<file path="src/rtl/tt_sweep_ctrl.sv">
// tt_sweep_ctrl: steps a 4-bit address through all 16 input combinations of a
// function block, waits a settle time at each address, samples f_in, and
// compares it against an expected truth table with per-address don't-cares.
//
// state  | meaning
// -------+---------------------------------------------------------------
// IDLE   | waiting for start; result/err_cnt/pass hold the last sweep
// SETTLE | address A driven, settle down-counter running
// SAMPLE | one cycle; f_in captured into result[A] at the closing edge
module tt_sweep_ctrl #(
    parameter int SETTLE_CYC = 2
) (
    input  logic        clk,
    input  logic        rst,
    input  logic        start,
    input  logic        abort,
    input  logic [15:0] exp_val,
    input  logic [15:0] care_mask,
    output logic [3:0]  A,
    input  logic        f_in,
    output logic        busy,
    output logic        done,
    output logic        aborted,
    output logic [15:0] result,
    output logic [4:0]  err_cnt,
    output logic        pass
);

    typedef enum logic [1:0] {
        IDLE   = 2'd0,
        SETTLE = 2'd1,
        SAMPLE = 2'd2
    } state_t;

    localparam logic [3:0] SETTLE_LD = 4'(SETTLE_CYC);
    localparam bit         NO_SETTLE = (SETTLE_CYC == 0);

    state_t      state_q;
    state_t      state_d;
    logic [3:0]  cnt_q;
    logic [3:0]  a_q;
    logic [15:0] exp_q;
    logic [15:0] care_q;
    logic [15:0] result_q;
    logic [4:0]  err_q;
    logic        pass_q;
    logic        done_q;
    logic        aborted_q;

    logic        go;
    logic        kill;
    logic        smp;
    logic        miss;
    logic [4:0]  err_next;

    // State register
    always_ff @(posedge clk or posedge rst) begin
        if (rst) begin
            state_q <= IDLE;
        end else begin
            state_q <= state_d;
        end
    end

    // Next-state logic; abort has priority over the final sample
    always_comb begin
        state_d = state_q;
        case (state_q)
            IDLE: begin
                if (start) begin
                    state_d = NO_SETTLE ? SAMPLE : SETTLE;
                end
            end
            SETTLE: begin
                if (abort) begin
                    state_d = IDLE;
                end else if (cnt_q <= 4'd1) begin
                    state_d = SAMPLE;
                end
            end
            SAMPLE: begin
                if (abort || (a_q == 4'd15)) begin
                    state_d = IDLE;
                end else begin
                    state_d = NO_SETTLE ? SAMPLE : SETTLE;
                end
            end
            default: state_d = IDLE;
        endcase
    end

    // Control decode for the datapath
    always_comb begin
        go       = (state_q == IDLE) && start;
        kill     = (state_q != IDLE) && abort;
        smp      = (state_q == SAMPLE) && !abort;
        miss     = care_q[a_q] && (f_in != exp_q[a_q]);
        err_next = err_q + {4'd0, miss};
    end

    // Datapath: address, settle timer, latched masks, results and pulses
    always_ff @(posedge clk or posedge rst) begin
        if (rst) begin
            cnt_q     <= '0;
            a_q       <= '0;
            exp_q     <= '0;
            care_q    <= '0;
            result_q  <= '0;
            err_q     <= '0;
            pass_q    <= 1'b0;
            done_q    <= 1'b0;
            aborted_q <= 1'b0;
        end else begin
            done_q    <= 1'b0;
            aborted_q <= 1'b0;
            if (go) begin
                exp_q    <= exp_val;
                care_q   <= care_mask;
                result_q <= '0;
                err_q    <= '0;
                pass_q   <= 1'b0;
                a_q      <= '0;
                cnt_q    <= SETTLE_LD;
            end else if (kill) begin
                aborted_q <= 1'b1;
                a_q       <= '0;
                cnt_q     <= '0;
                pass_q    <= 1'b0;
            end else if (smp) begin
                result_q[a_q] <= f_in;
                err_q         <= err_next;
                if (a_q == 4'd15) begin
                    done_q <= 1'b1;
                    a_q    <= '0;
                    cnt_q  <= '0;
                    pass_q <= (err_next == 5'd0);
                end else begin
                    a_q   <= a_q + 4'd1;
                    cnt_q <= SETTLE_LD;
                end
            end else if ((state_q == SETTLE) && (cnt_q != 4'd0)) begin
                cnt_q <= cnt_q - 4'd1;
            end
        end
    end

    assign A       = a_q;
    assign busy    = (state_q != IDLE);
    assign done    = done_q;
    assign aborted = aborted_q;
    assign result  = result_q;
    assign err_cnt = err_q;
    assign pass    = pass_q;

endmodule

</file>
<file path="config.mk">
export PLATFORM = sky130hd
export DESIGN_NAME = tt_sweep_ctrl
export DESIGN_NICKNAME = d
export VERILOG_FILES = /design/src/rtl/tt_sweep_ctrl.sv
export SDC_FILE = /design/constraint.sdc
export NUM_CORES = 1
export LEC_CHECK = 0
export CORE_MARGIN = 2
export CORE_UTILIZATION = 55
export DETAILED_ROUTE_END_ITERATION = 12
export PLACE_DENSITY_LB_ADDON = 0.12
export SLEW_MARGIN = 15
export SYNTH_ARGS = -nofsm -noshare
export SYNTH_HDL_FRONTEND = slang
export SYNTH_SLANG_ARGS = --single-unit
export TNS_END_PERCENT = 5
</file>
<file path="constraint.sdc">
create_clock -name clk -period 4.25 [get_ports clk]
set_clock_uncertainty 0.05 [all_clocks]
set_input_delay 0.85 -clock clk [delete_from_list [all_inputs] [get_ports clk]]
set_output_delay 0.85 -clock clk [all_outputs]
set_load 0.02 [all_outputs]
</file>
# [Word-level counts from Yosys, hierarchy flattened]
# Index checks and enable logic that the tools add are counted.
# W data, S select, Z words.
[word_totals] register_bits=66 out_inout_bits=29
[op_classes] addsub=3 order_cmp=3 eq_ne=7 muxes=37 n_reduce_logical=19
[op_table] operator="$mux W16" count=3
[op_table] operator="$mux W4" count=8
[op_table] operator="$bwmux W16" count=1
[op_table] operator="$mux W5" count=3
[op_table] operator="$mux W1" count=14
[op_table] operator="$bmux W1 S4" count=2
[op_table] operator="$mux W2" count=4
[op_table] operator="$reduce_bool A4 Y1" count=2
[op_table] operator="$logic_and A1 B1 Y1" count=6
[op_table] operator="$pmux W2 S3" count=1
[op_table] operator="$reduce_and A2 Y1" count=3
[op_table] operator="$reduce_bool A3 Y1" count=2
[op_table] operator="$add A5 B1 Y5" count=1
[op_table] operator="$logic_not A5 Y1" count=1
[op_table] operator="$lt A4 B5 Y1 const B" count=1
[op_table] operator="$add A4 B1 Y4 const B" count=1
[op_table] operator="$demux W1 S4" count=1
[op_table] operator="$eq A4 B4 Y1 const B" count=1
[op_table] operator="$ge A4 B1 Y1 const B" count=1
[op_table] operator="$le A4 B1 Y1 const B" count=1
[op_table] operator="$ne A2 B2 Y1 const B" count=2
[op_table] operator="$reduce_bool A2 Y1" count=2
[op_table] operator="$sub A4 B1 Y4 const B" count=1
[op_table] operator="$ne A3 B3 Y1 const B" count=1
[op_table] operator="other kinds (6)" count=6

# [Logic depth before layout (Yosys ltp)]
# Gate-level depths: netlist of run 1.
[logic_depth] depth_word=10 depth_mapped=14

# [Least setup slack after synthesis of run 1]
# OpenSTA, ideal clock, no wires.
[synth_path] path_type="register to register" from="register a_q[0] (netlist: A[0])" to="register pass_q (netlist: pass)" arrival_ns=2.691 t_required_ns=4.122 slack_ns=1.432 stages_incl_launch_ff=14 path_buffers=2 synth_period_minus_slack_ns=2.818 path_cell_list="dfrtp_1 > buf_6 > buf_6 > mux4_2 > o21ai_0 > a21oi_1 > or2_1 > ha_1 > ha_1 > nor2_1 > a21oi_1 > o32ai_1 > nand3_1 > a21oi_1"
[synth_via] elab_chain_len=10 word_cells_on_any_way=15 classes_between="1 x add/sub; 2 x eq/ne; 8 x mux; 4 x reduce/logical"
[synth_lines] element="start: declaration" line="41" rtl="logic [3:0] a_q;"
[synth_lines] element="start signal: assignment" line="138" rtl="a_q <= a_q + 4'd1;"
[synth_lines] element="$bmux W1 S4" line="97" rtl="miss = care_q[a_q] && (f_in != exp_q[a_q]);"
[synth_lines] element="$mux W1 (implied by the code)" line="97"
[synth_lines] element="$ne A1 B1 Y1" line="97"
[synth_lines] element="$logic_and A1 B1 Y1" line="97"
[synth_lines] element="$add A5 B1 Y5" line="98" rtl="err_next = err_q + {4'd0, miss};"
[synth_lines] element="$logic_not A5 Y1" line="136" rtl="pass_q <= (err_next == 5'd0);"
[synth_lines] element="$mux W1" line="132" rtl="if (a_q == 4'd15) begin"
[synth_lines] element="$mux W1" line="129" rtl="end else if (smp) begin"
[synth_lines] element="$mux W1" line="124" rtl="end else if (kill) begin"
[synth_lines] element="$mux W1" line="116" rtl="if (go) begin"
[synth_lines] element="end signal: assignment" line="136"
[synth_lines] element="end: declaration" line="46" rtl="logic pass_q;"
# Parallel ways exist; a longest one is shown, timed or not. The select of a mux whose other input is x is not followed.
# A chain may end at the register's enable or synchronous reset.

# [Worst setup path in the final report of run 1]
[layout_path] from="input port f_in" to="register pass_q (netlist: pass)"
[layout_via] elab_chain_len=8
[layout_lines] element="start: declaration" line="20" rtl="input logic f_in,"
[layout_lines] element="$ne A1 B1 Y1" line="97"
[layout_lines] element="$logic_and A1 B1 Y1" line="97"
[layout_lines] element="$add A5 B1 Y5" line="98"
[layout_lines] element="$logic_not A5 Y1" line="136"
[layout_lines] element="$mux W1" line="132"
[layout_lines] element="$mux W1" line="129"
[layout_lines] element="$mux W1" line="124"
[layout_lines] element="$mux W1" line="116"
# Every way passes these cells. The select of a mux whose other input is x is not followed.

==> reports/results.tsv, run 1 <==
metric	value	unit
crit start category	input port	
Worst Setup Slack, final	1006	ps
Final period util	0.7632	
area of the mapped netlist	3217	um^2
number of flops mapped to enable cells by yosys	0	
number of vias per cell	5.617	
largest stage delay on the critical path	780	ps
CTS root buf	clkbuf_8	
Synth top area share	0.5134	
layout cells sized above 1	0.1753	
ys flop type	dfrtp_1	
Nets	389	
Worst EP arrival	3450	ps
TritonCTS clock tree	done	
vias in the first global route	2418	
Filler Cells Inserted	407	
die area	6476	um^2
Post-synth top cells	dfrtp_1, mux2_2, nor2_1, nand2_1, nand3_1	
Yosys warnings	0	
starting density of the core	0.5771	
Worst-path clk slew	70	ps
Num CTS Buffers	9	
clock tree sinks	66	
CP delay by family, top	simple AND/OR/NAND/NOR gates	
Skew-Pair Late Insertion Delay	330	ps
final setup vio count	0	
max_cap viols	0	
port bufs	65	
Post-Syn Area per Cell	11.53	um^2
DRT Pass-1 Iters	4	
crit path max-delay cell type	clkdlybuf4s50_1	
sequential area share after synthesis	0.5134	
CP Capture Type	register	
vias after detailed routing	2359	
crit path max fanout	20	
DIE HEIGHT	80.48	um
Fmax achieved	308.3	MHz
Pwr Density	516.4	nW/um^2
number of max-slew violations in the final report	0	
post-CTS setup buffers	0	
RSZ-0062 raised after global routing	no	
worst hold slack	453.8	ps
H-tree depth	3	
final hold vios	0	
CTS Buffer Depth	2	
Detail Route Antenna Nets	0	
first-pass GRT wire length	11190	um
aggregate negative setup slack	0	ps
Placed Area	3909	um^2
hold buffer count at CTS	0	
post-route insts no fill	420	
Pwr Total	2.124	mW
Synth Net Count	324	
worst path bufs/invs	1	
DIE WIDTH	80.48	um
Row Count	27	
VDD IR max	0.0003164	V
Synth Instances	279	
initial DRC count	132	
Post-CTS Resized	0	
Remaining Overflow, GRT	0	
GRT Overall Usage	0.2300	
fin area	4113	um^2
most common cell in the netlist	dfrtp_1	
dpl ws	739.4	ps
Worst Path Required	4460	ps
final core occ	0.7378	
final WL	6496	um
routability cong.	0.9039	
reg2reg setup slack	1010	ps
#FFs+latches synth	66	
area leader, netlist	dfrtp_1	
synth top area cells	dfrtp_1, mux2_2, mux2i_1	
leakage power	1.821	nW
hold crit path type	register to register	
Least-Margin Pin Slew	709.5	ps
drt wl/cell	15.47	um
min Tclk post-route	3244	ps
Setup CP Type	input port to register	
post-route DRC violation count	0	
status	complete, no violations	
Rel. slew slack	0.5255	
Syn-to-layout area delta	27.85	%
pin count of the biggest net entering global routing	35	
Yosys cell types	42	
core area	5574	um^2
Cell Chain, Critical Path	clkdlybuf4s50_1 > or2_1 > a21oi_1 > or2_1 > ha_1 > ha_1 > and2_1 > a21oi_1 > o32ai_1 > nand3_1 > a21oi_1	
# diodes	0	
number of antenna violations at the first check in global routing	0	
asr flop ratio synth	1.000	
Placed Cells	405	
Post-DP HPWL	4615	um
I/O pin cnt	66	
crit-path most repeated cell	a21oi_1	
-- routing by layer --
| layer | wire length (um) | track usage | up-vias |
|---|---|---|---|
| met5 | 0 | 0 | - |
| met1 | 2874 | 0.2990 | 1149 |
| met4 | 137 | 0.1153 | 0 |
| met2 | 3186 | 0.3717 | 79 |
| met3 | 298 | 0.04045 | 13 |
| li1 | - | - | 1118 |
-- final timing paths --
path	startpoint	end	cells past startpoint
worst max-delay path	f_in	pass$_DFFE_PP0P_	11
worst min-delay path	exp_q[2]$_DFFE_PP0P_	exp_q[2]$_DFFE_PP0P_	1
worst max register to register	A[0]$_DFFE_PP0P_	pass$_DFFE_PP0P_	12
worst min register to register	exp_q[2]$_DFFE_PP0P_	exp_q[2]$_DFFE_PP0P_	1
max in group asynchronous	rst	result[7]$_DFFE_PP0P_	3
min in group asynchronous	rst	exp_q[10]$_DFFE_PP0P_	2
-- kinds of logic after synthesis --
family / after synthesis / share of synthesized area
fa+ha+maj: 8 / 0.03112
flops: 66 / 0.5134
compound gates: 34 / 0.06652
xor+xnor: 4 / 0.01089
mux: 56 / 0.2112
buf+inv: 23 / 0.03540
simple gates: 88 / 0.1315
-- power by group --
part / switching [mW] / leakage (nW) / total [mW] / internal, mW
combinational: 0.289 / 0.873 / 0.662 / 0.373
sequential: 0.112 / 0.843 / 0.924 / 0.812
clock: 0.223 / 0.106 / 0.538 / 0.315
total: 0.623 / 1.82 / 2.12 / 1.50
-- final cells by class --
cell class | instances | area, um^2 | area share
Sequential cell | 66 | 1652 | 0.4016
Clock inverter | 2 | 35.03 | 0.008518
Tap cell | 72 | 90.09 | 0.02190
Inverter | 8 | 30.03 | 0.007301
Multi-Input combinational cell | 190 | 1456 | 0.3541
Clock buffer | 13 | 168.9 | 0.04107
Timing Repair Buffer | 69 | 680.7 | 0.1655
-- worst register-to-register path, cell delays in order, from the launching register on --
cell	delay, ps
dfrtp_1	750
mux4_2	590
mux2i_1	240
nand2_1	90
a21oi_1	170
or2_1	120
ha_1	190
ha_1	290
and2_1	170
a21oi_1	60
o32ai_1	220
nand3_1	100
a21oi_1	150
-- state kept, by name, indices dropped and copies added (netlist names) --
| name | count |
|---|---|
| A | 4 |
| exp_q | 16 |
| result | 16 |
| err_cnt | 5 |
| done | 1 |
| pass | 1 |
| state_q | 2 |
| aborted | 1 |
| cnt_q | 4 |
| care_q | 16 |
-- placed cells by master (no fill, tap or decap), types with 4 or more instances in the layout --
master | netlist | layout
a21oi_1 | 11 | 11
mux2_2 | 32 | 32
dfrtp_1 | 66 | 66
buf_4 | 0 | 4
clkdlybuf4s50_1 | 0 | 65
o21ai_0 | 9 | 9
nand3_1 | 20 | 20
mux4_2 | 5 | 5
mux2i_1 | 18 | 18
or2_1 | 4 | 4
inv_1 | 7 | 6
ha_1 | 8 | 8
nor2_1 | 27 | 27
clkbuf_8 | 0 | 12
nand2_1 | 20 | 20
No activity file was read; power rests on OpenSTA's default activity.
==> run 2, diff against run 1 <==
--- a/config.mk
+++ b/config.mk
@@ -6,7 +6,7 @@
 export NUM_CORES = 1
 export LEC_CHECK = 0
 export CORE_MARGIN = 2
-export CORE_UTILIZATION = 55
+export CORE_UTILIZATION = 46
 export DETAILED_ROUTE_END_ITERATION = 12
 export PLACE_DENSITY_LB_ADDON = 0.12
 export SLEW_MARGIN = 15
==> constraint.sdc (replaced) <==
create_clock -name clk -period 2.65 [get_ports clk]
set_clock_uncertainty 0.05 [all_clocks]
set_input_delay 0.53 -clock clk [delete_from_list [all_inputs] [get_ports clk]]
set_output_delay 0.53 -clock clk [all_outputs]
set_load 0.02 [all_outputs]
==> run 2 against run 1 <==
The run now ends with negative setup slack left. Non-clock buffer count increased by 10. First-iteration DRC count decreased by 6.1%. Critical path type is now register to register. Largest power group unchanged. Setup slack got worse by 1100 ps. Count of clock-buffer cells in the layout decreased by 1. Combinational power increased by 72%. Highest routed layer unchanged. Final cell count increased by 8.1%. Worst hold slack improved by 3.2 ps. Via count increased by 0.55%. Die area increased by 19%. Critical endpoint unchanged. Clock power increased by 51%. Core utilization decreased by 11 points. Power increased by 62%.
==> reports/results.tsv, run 2 (same netlist as run 1, synthesis figures left out) <==
metric	value	unit	change
pin count of the biggest net entering global routing	29		-17%
drt wl/cell	15.04	um	-2.7%
number of antenna violations at the first check in global routing	0		unchanged
status	finished with violations		
final WL	6829	um	+5.1%
Worst Setup Slack, final	-62.37	ps	-1069 ps
CTS Buffer Depth	2		unchanged
leakage power	1.865	nW	+2.4%
final hold vios	0		unchanged
max_cap viols	0		unchanged
Reg2Reg Depth	12		unchanged
Worst EP arrival	2930	ps	-520 ps
Nets	399		+2.6%
routability cong.	0.7898		-13%
DIE HEIGHT	87.63	um	+8.9%
Pwr Total	3.447	mW	+62%
worst hold slack	457.1	ps	+3.223 ps
failing checks	negative setup slack		
Num CTS Buffers	9		unchanged
Final period util	1.024		
post-route DRC violation count	0		unchanged
crit start category	register		
final setup vio count	1		+1
Row Count	30		+11%
vias after detailed routing	2372		+0.55%
Least-Margin Pin Slew	537.6	ps	-171.9 ps
Fmax achieved	368.7	MHz	
Worst-path clk slew	70	ps	about the same
clock tree sinks	66		unchanged
post-CTS setup buffers	0		unchanged
TritonCTS clock tree	done		
core area	6794	um^2	+22%
min Tclk post-route	2712	ps	
CP Capture Type	register		
Setup CP Type	register to register		
Syn-to-layout area delta	32.75	%	
Cell Chain, Critical Path	mux4_2 > mux2i_2 > or2_1 > a21oi_1 > or2_1 > ha_4 > ha_4 > nor2_1 > a21oi_1 > o32ai_1 > nand3_1 > a21oi_2		
hold depth	1		unchanged
number of max-slew violations in the final report	0		unchanged
VDD IR max	0.0004753	V	+50%
Pwr Density	807.1	nW/um^2	+56%
vias in the first global route	2397		-0.87%
die area	7678	um^2	+19%
DIE WIDTH	87.63	um	+8.9%
initial DRC count	124		-6.1%
GRT Overall Usage	0.1992		-0.03080
commonest cells after routing, fill and taps aside	dfrtp_1, clkdlybuf4s50_1, mux2_2		
Skew-Pair Late Insertion Delay	340	ps	about the same
first-pass GRT wire length	11690	um	+4.4%
Post-DP HPWL	5028	um	+8.9%
number of vias per cell	5.225		-7.0%
hold crit path type	register to register		
Rel. slew slack	0.6411		+0.1156
CTS root buf	clkbuf_8		
largest stage delay on the critical path	540	ps	-240 ps
Worst Path Required	2870	ps	-1590 ps
# diodes	0		unchanged
Detail Route Antenna Nets	0		unchanged
layout cells sized above 1	0.2095		+0.03421
I/O pin cnt	66		unchanged
port bufs	65		unchanged
crit path max fanout	7		-65%
H-tree depth	3		unchanged
starting density of the core	0.4735		-0.1036
RSZ-0062 raised after global routing	yes		
crit path max-delay cell type	mux4_2		
Remaining Overflow, GRT	0		unchanged
DRT Pass-1 Iters	4		unchanged
[run 2: cell count changes in the layout (fill, tap and decap cells not counted), sizes merged]
cell    previous run  this run
clkbuf            13        12
clkinv             2         3
buf                4        14
[run 2: final cells by class]
type,count,area [um^2]
Fill cell,579,2524
Sequential cell,66,1653
Multi-Input combinational cell,190,1489
Timing Repair Buffer,79,793.3
Clock buffer,12,145.1
Tap cell,96,120.1
Clock inverter,3,40.04
Inverter,8,30.03
[run 2: what timing repair did]
item	CTS	global route
resized for setup	1	3
endpoints found under the setup margin	1	4
hold buffers	0	0
pin swaps	1	0
gates cloned	0	0
[run 2: power breakdown]
group          leakage (nW)  internal [mW]  switching, mW
Sequential            0.841           1.30          0.193
Clock                0.0962          0.453          0.362
Combinational         0.927          0.642          0.493
Total                  1.86           2.40           1.05
[run 2: critical path, delay by kind of cell (launching register included)]
kind | cells | cell delay, ps
AO/OA/AOI/OAI | 4 | 480
multiplexers | 2 | 710
flip-flops | 1 | 470
AND/OR/NAND/NOR | 4 | 600
adder cells (fa/ha/maj) | 2 | 340
[run 2: per-layer routing]
layer | GRT usage | part of all wire | vias to the layer above
li1 | - | - | 1133
met1 | 0.2680 | 0.45 | 1171
met2 | 0.3134 | 0.49 | 60
met3 | 0.04618 | 0.042 | 8
met4 | 0.07972 | 0.014 | 0
met5 | 0 | 0 | -
[run 2: through the flow]
step	cell area, um^2	setup slack (ps)	utilization	std cells	setup TNS (ps)
3_3_place_gp	4068	31.23	0.5987	439	0
3_5_place_dp	4068	-44.99	0.5987	439	-44.99
6_report	4270	-62.37	0.6285	454	-62.37
4_1_cts	4263	-66.34	0.6274	454	-66.34
5_1_grt	4270	-250.6	0.6285	454	-382.3
2_1_floorplan	3233	11.66	-	279	0
[run 2: worst paths after layout]
kind | startpoint | endpoint | slack, ps
max in group asynchronous | rst | err_cnt[4]$_DFFE_PP0P_ | 1540
hold / removal | care_q[14]$_DFFE_PP0P_ | care_q[14]$_DFFE_PP0P_ | 460
setup / recovery | A[0]$_DFFE_PP0P_ | pass$_DFFE_PP0P_ | -60
setup reg to reg | A[0]$_DFFE_PP0P_ | pass$_DFFE_PP0P_ | -60
hold reg to reg | care_q[14]$_DFFE_PP0P_ | care_q[14]$_DFFE_PP0P_ | 460
min in group asynchronous | rst | care_q[11]$_DFFE_PP0P_ | 510
